### src/rtl/cmpminmax.sv
// Streaming per-frame min/max tracker with signed/unsigned strict less-than.
// Define CMPMINMAX_IDX_EN to track first-occurrence indices of min and max.
module cmpminmax #(
  parameter int WIDTH = 16,
  parameter int CNTW  = 8
) (
  input  logic             clk,
  input  logic             rst_n,
  input  logic             is_signed,
  input  logic             in_valid,
  output logic             in_ready,
  input  logic [WIDTH-1:0] in_data,
  input  logic             in_last,
  output logic             out_valid,
  input  logic             out_ready,
  output logic [WIDTH-1:0] out_min,
  output logic [WIDTH-1:0] out_max,
  output logic [CNTW-1:0]  out_min_idx,
  output logic [CNTW-1:0]  out_max_idx,
  output logic [CNTW-1:0]  out_count,
  output logic             out_ovf
);

  typedef enum logic [1:0] {
    IDLE = 2'd0,
    ACC  = 2'd1,
    HOLD = 2'd2
  } state_t;

  localparam logic [CNTW-1:0] ONE = CNTW'(1);

  state_t state_q, state_d;
  logic   accept;
  logic   sat;
  logic   mode_q;
  logic   min_lt;
  logic   max_lt;

  // MSB decides when signs differ; otherwise magnitude decides
  function automatic logic lt(
    input logic [WIDTH-1:0] a,
    input logic [WIDTH-1:0] b,
    input logic             sgn
  );
    if (sgn && (a[WIDTH-1] != b[WIDTH-1]))
      return a[WIDTH-1];
    return a < b;
  endfunction

  assign accept = in_valid & in_ready;
  assign sat    = &out_count;
  assign min_lt = lt(in_data, out_min, mode_q);
  assign max_lt = lt(out_max, in_data, mode_q);

  always_ff @(posedge clk or negedge rst_n) begin
    if (!rst_n) state_q <= IDLE;
    else        state_q <= state_d;
  end

  always_comb begin
    state_d = state_q;
    case (state_q)
      IDLE, ACC: begin
        if (accept)
          state_d = in_last ? HOLD : ACC;
      end
      HOLD: begin
        if (out_ready)
          state_d = IDLE;
      end
      default: state_d = IDLE;
    endcase
  end

  always_comb begin
    in_ready  = (state_q != HOLD);
    out_valid = (state_q == HOLD);
  end

  always_ff @(posedge clk or negedge rst_n) begin
    if (!rst_n) begin
      out_min   <= '0;
      out_max   <= '0;
      out_count <= '0;
      out_ovf   <= 1'b0;
      mode_q    <= 1'b0;
    end else if (accept) begin
      if (state_q == IDLE) begin
        out_min   <= in_data;
        out_max   <= in_data;
        out_count <= '0;
        out_ovf   <= 1'b0;
        mode_q    <= is_signed;
      end else begin
        if (sat) out_ovf   <= 1'b1;
        else     out_count <= out_count + ONE;
        if (min_lt) out_min <= in_data;
        if (max_lt) out_max <= in_data;
      end
    end
  end

`ifdef CMPMINMAX_IDX_EN
  logic [CNTW-1:0] nxt_idx;

  assign nxt_idx = out_count + ONE;

  // Indices freeze once the count saturates
  always_ff @(posedge clk or negedge rst_n) begin
    if (!rst_n) begin
      out_min_idx <= '0;
      out_max_idx <= '0;
    end else if (accept) begin
      if (state_q == IDLE) begin
        out_min_idx <= '0;
        out_max_idx <= '0;
      end else if (!sat) begin
        if (min_lt) out_min_idx <= nxt_idx;
        if (max_lt) out_max_idx <= nxt_idx;
      end
    end
  end
`else
  assign out_min_idx = '0;
  assign out_max_idx = '0;
`endif

endmodule

### config.mk
export PLATFORM = sky130hd
export DESIGN_NAME = cmpminmax
export DESIGN_NICKNAME = d
export VERILOG_FILES = /design/src/rtl/cmpminmax.sv
export SDC_FILE = /design/constraint.sdc
export NUM_CORES = 1
export LEC_CHECK = 0
export BUFFER_PORTS_ARGS = -buffer_cell sky130_fd_sc_hd__buf_4
export CAP_MARGIN = 20
export CORE_UTILIZATION = 35
export CTS_CLUSTER_DIAMETER = 80
export DETAILED_ROUTE_END_ITERATION = 8
export RECOVER_POWER = 25
export SLEW_MARGIN = 15
export SYNTH_ARGS = -nofsm -noshare
export SYNTH_HDL_FRONTEND = slang
export SYNTH_SLANG_ARGS = --single-unit
### constraint.sdc
create_clock -name clk -period 5.4 [get_ports clk]
set_clock_uncertainty 0.1 [all_clocks]
set_input_delay 0.54 -clock clk [delete_from_list [all_inputs] [get_ports clk]]
set_output_delay 0.54 -clock clk [all_outputs]
set_load 0.005 [all_outputs]
# ---- Yosys cells after proc, flatten, opt, wreduce, memory -nomap -nowiden
# Cells that the tools add are included.
dict set report word_totals {
  ff_bits 44
  elab_cells 50
  in_bits 22
  out_inout_bits 59
}
dict set report op_classes {
  n_eq_ne 8
  n_addsub 1
  reduce_logical 14
  bitwise 1
  mux 18
  n_lt_le_gt_ge 2
}
# cell n
set ops {}
lappend ops {{$mux 16} 4}
lappend ops {{$lt 16x16->1} 2}
lappend ops {{$mux 8} 2}
lappend ops {{$reduce_and 2->1} 6}
lappend ops {{$add 8x1->8 const B} 1}
lappend ops {{$mux 1} 8}
lappend ops {{$reduce_and 8->1} 1}
lappend ops {{$mux 2} 3}
lappend ops {{$reduce_bool 2->1} 3}
lappend ops {{$ne 2x1->1 const B} 2}
lappend ops {{$ne 2x2->1 const B} 2}
lappend ops {{$pmux 2 s2} 1}
lappend ops {{$eq 2x1->1 const B} 1}
lappend ops {{$eq 2x2->1 const B} 1}
lappend ops {{$logic_and 1x1->1} 2}
lappend ops {{$logic_not 2->1} 1}
lappend ops {{$ne 1x1->1} 2}
lappend ops {{$reduce_or 2->1} 1}
lappend ops {{$and 1x1->1} 1}

# ---- Depth between registers and ports, before layout
dict set report logic_depth {
  word_depth 6
  depth_mapped 8
  depth_no_buf 7
}

# ---- Worst setup path before layout
# OpenSTA, ideal clock, no wires.
dict set report synth_timing {
  path_type {in2reg}
  startpoint {in in_data[15]}
  endpoint {reg out_max[10]}
  t_required_ps 5175
  stages 8
  setup_slack_ps 2936
  setup_ps 125
  t_arrival_ps 2239
  cell_sequence {inv_1 > ha_1 > nand4_2 > nor4_1 > o211ai_1 > a31oi_4 > buf_8 > mux2_4}
}
dict set report synth_between {
  elab_chain_cells 6
  elab_cells_between_ends 7
}
# element line_no
set synth_lines {}
lappend synth_lines {{start, declared} 12} ;# input logic [WIDTH-1:0] in_data,
lappend synth_lines {{branches (longest 3 deep; another with $lt 16x16->1)} n/a}
lappend synth_lines {{$mux 1 (*)} 47} ;# return a < b;
lappend synth_lines {{$reduce_bool 2->1 (no source line) (*)} n/a}
lappend synth_lines {{$reduce_and 2->1 (no source line) (*)} n/a}
lappend synth_lines {{end signal, assigned} 90} ;# out_max <= in_data;
lappend synth_lines {{end signal, assigned} 98} ;# if (max_lt) out_max <= in_data;
lappend synth_lines {{end, declared} 17} ;# output logic [WIDTH-1:0] out_max,
# Mark *: on every way between the ends.
# A chain may end at the register's enable or synchronous reset.

# ---- Worst setup path in the final report
dict set report layout_timing {
  startpoint {reg out_min[15]}
  endpoint {reg out_min[0]}
}
dict set report layout_between {
  elab_chain_cells 6
  elab_cells_between_ends 7
}
# element line_no
set layout_lines {}
lappend layout_lines {{start, declared} 16} ;# output logic [WIDTH-1:0] out_min,
lappend layout_lines {{start signal, assigned} 89} ;# out_min <= in_data;
lappend layout_lines {{start signal, assigned} 97} ;# if (min_lt) out_min <= in_data;
lappend layout_lines {{branches (longest 3 deep; another with $lt 16x16->1)} n/a}
lappend layout_lines {{$mux 1 (*)} 47}
lappend layout_lines {{$reduce_bool 2->1 (no source line) (*)} n/a}
lappend layout_lines {{$reduce_and 2->1 (no source line) (*)} n/a}
# Marks and branches as above.

==> results.py <==
metrics = {
    "route": {
        "avgViaCountPerCell": 4.76,
        "routedLengthMet1_um": 2750,
        "wl_per_cell_um": 13.7,
        "via_count": 2037,
        "totalWireLength_um": 5880,
        "drc": 0,
        "dr.max_layer_used": "met4",
        "met2_routed_wl_um": 2810,
        "drt_first_pass_iters": 4,
        "detail_route.iter0.violations": 58,
        "final_antenna_net_count": 0,
        "met3RoutedLength_um": 254,
    },
    "global_routing": {
        "antenna_found_initial": 0,
        "globalRouteTotalUtil_pct": 15.1,
        "grt_remaining_overflow": 0,
        "first_global_vias": 2056,
        "grt_max_degree": 45,
        "grt_pass1_wl_um": 9920,
    },
    "timing": {
        "final.setup.tns_ps": 0,
        "final-hold-violation-count": 0,
        "drv_slew": 45,
        "fmaxAchievable_mhz": 347,
        "fin_crit_sh_pct": 53.4,
        "timing.final.setup_violations": 0,
        "timing_worst_slew_pin_value_ps": 2360,
        "max_slew_margin_vs_limit_pct": -57.5,
        "rsz0062_at_grt": "false",
        "post-route-min-period_ps": 2880,
    },
    "finish": {
        "insertedDiodeCount": 0,
        "final.fill_count": 770,
        "multiInputGateArea_um2": 1430,
        "syn2layout_area_growth_pct": 21.5,
        "drive_above_1_share_pct": 28.8,
        "layout.cells.non_filler": 428,
        "area.sequential_um2": 1100,
        "num-nets-final": 378,
    },
    "synth": {
        "yosys_most_used_dff": "dfrtp_1",
        "synth_enable_flop_cells": 0,
        "netlist_area_um2": 2780,
        "ys.warnings.count": 0,
        "synth.most_common_cell": "dfrtp_1",
        "postSynthAreaPerCell_um2": 10.7,
        "syn-instance-count": 260,
        "netlist_top_cells_area": "dfrtp_1 40%, ha_1 14%, mux2i_1 6.1%",
        "synth_cell_types": 40,
        "leading_post_synthesis_cells_by_instance_count": "44 x dfrtp_1, 34 x inv_1, 31 x ha_1",
        "synth_largest_type_area_fraction_pct": 39.6,
        "synthArstFlopShare_pct": 100,
        "synth_top_cell_by_area": "dfrtp_1",
        "yosysSeqAreaShare_pct": 39.6,
        "synth_seq_cells": 44,
    },
    "run_status": {
        "failed_checks": "max-capacitance violations, max-slew violations",
        "outcome": "finished with violations",
    },
    "floorplan": {
        "core_area_um2": 7690,
        "die-area_um2": 8300,
        "design.portCount": 81,
        "die_h_um": 91.1,
        "floorplan.rows": 32,
        "die-width_um": 91.1,
        "start_util_pct": 36.1,
    },
    "clock_tree": {
        "cts_htree_levels": 2,
        "cts_buffer_depth": 2,
        "worstSkewPairLatency_ps": 300,
        "clock_tree_from_tritoncts": "yes",
        "clkSlewWorstSetupHoldPaths_ps": 90,
        "cts_sinks": 44,
        "ctsResizeCount": 0,
        "cts_hold_repair.buffers": 0,
        "post_cts_buffers": 0,
        "cts-buffers-inserted": 5,
        "clock_root_buffer_master": "clkbuf_8",
    },
    "worst_setup_path": {
        "worstPathCellList": "inv_1 -> ha_1 -> nand4_2 -> nor4_1 -> a32oi_1 -> a22oi_4 -> mux2_2",
        "timing.reg2reg.worst_path_depth": 7,
        "cp.buffers_inverters": 1,
        "r2r_end": "out_min[0]",
        "rr_startpoint": "out_min[15]",
        "timing.critical_path.arrival_ps": 2970,
        "critical_path_peak_fanout": 16,
        "crit_type": "flop to flop",
        "crit_path_start_kind": "flop",
        "end_kind": "flop",
        "critical_path_depth": 7,
        "max_stage_delay_ps": 690,
        "ff2ff_setup_slack_ps": 2520,
        "timing.critical_path.from": "out_min[15]",
        "cp.required_ps": 5480,
        "worst_setup_path_endpoint": "out_min[0]",
        "worst_path_dominant_cell_family": "compound AO/OA/AOI/OAI gates",
        "crit_path_top_delay_cell": "a22oi_4",
    },
    "pwr": {
        "p_per_area_nw_per_um2": 476,
        "ir_worst_vdd_v": 0.000143,
        "static-leakage-power_nw": 1.76,
    },
    "min_path": {
        "hold_start": "out_ready",
        "hp-class": "input pin to flop",
    },
    "place": {
        "post-dp-hpwl_um": 4560,
        "numPlacedInstances": 420,
        "gpl.final_weighted_congestion": 0.792,
        "numPortBuffers": 64,
    },
    "job": {
        "number_of_max_cap_violations": 1,
    },
}
-- area by class of cell --
class / instances / area share, %
Clock inverter: 3 / 1.26
Timing Repair Buffer: 64 / 14.1
Tap cell: 102 / 3.78
Sequential cell: 44 / 32.6
Inverter: 34 / 3.78
Clock buffer: 5 / 2.04
Multi-Input combinational cell: 176 / 42.4
-- per-stage QoR --
stage / hold slack, ps / util [%] / setup WS (ps) / instance area (um^2) / total power [mW]
global route: 321 / 43.9 / 2370 / 3380 / 1.74
CTS: 144 / 44.0 / 2510 / 3380 / 1.64
detailed placement: 366 / 42.5 / 2340 / 3270 / 1.37
finish: 325 / 43.9 / 2520 / 3380 / 1.61
global placement: 357 / 42.5 / 2450 / 3270 / 1.36
floorplan: 144 / - / 2940 / 2840 / 1.05
-- flip-flops by register name (all words and copies together) (netlist names) --
| signal | cells |
|---|---|
| state_q | 2 |
| out_ovf | 1 |
| out_count | 8 |
| out_min | 16 |
| mode_q | 1 |
| out_max | 16 |
-- power by group --
part	internal [mW]	switching [mW]	total, mW
sequential	0.461	0.112	0.573
clock	0.137	0.116	0.253
combinational	0.433	0.351	0.783
total	1.03	0.578	1.61
-- logic make-up after synthesis --
group	count (synthesis)	synth area share (%)
AND/OR/NAND/NOR	53	9.86
XOR/XNOR	4	1.26
AO/OA/AOI/OAI	37	9.55
adder cells (fa/ha/maj)	31	14.0
other	1	0.135
flip-flops	44	39.6
buffers and inverters	55	10.9
multiplexers	35	14.8
-- metal layers --
layer	up-vias	global-route usage, %
li1	1005	-
met1	977	19.9
met2	48	24.6
met3	7	3.85
met4	0	3.97
met5	-	0
-- cell usage in the layout (no fill, tap or decap), drive strengths merged, types with 4 or more instances in the layout --
cell type / instances
nand2: 18
nand2b: 4
mux2i: 17
o21ai: 9
mux2: 18
clkbuf: 6
nand4: 4
a21oi: 13
dfrtp: 44
conb: 16
nor3: 9
inv: 34
buf: 63
nor2: 8
ha: 31
-- how the worst min path moves through the flow --
stage	endpoint	slack [ps]	cells past startpoint
after floorplan	mode_q	140	0
after global placement	state_q[0]	360	1
after detailed placement	state_q[0]	370	1
after CTS	out_min[14]	140	1
after global routing	state_q[1]	320	2
final	state_q[1]	330	2
(Power assumes the default switching activity.)
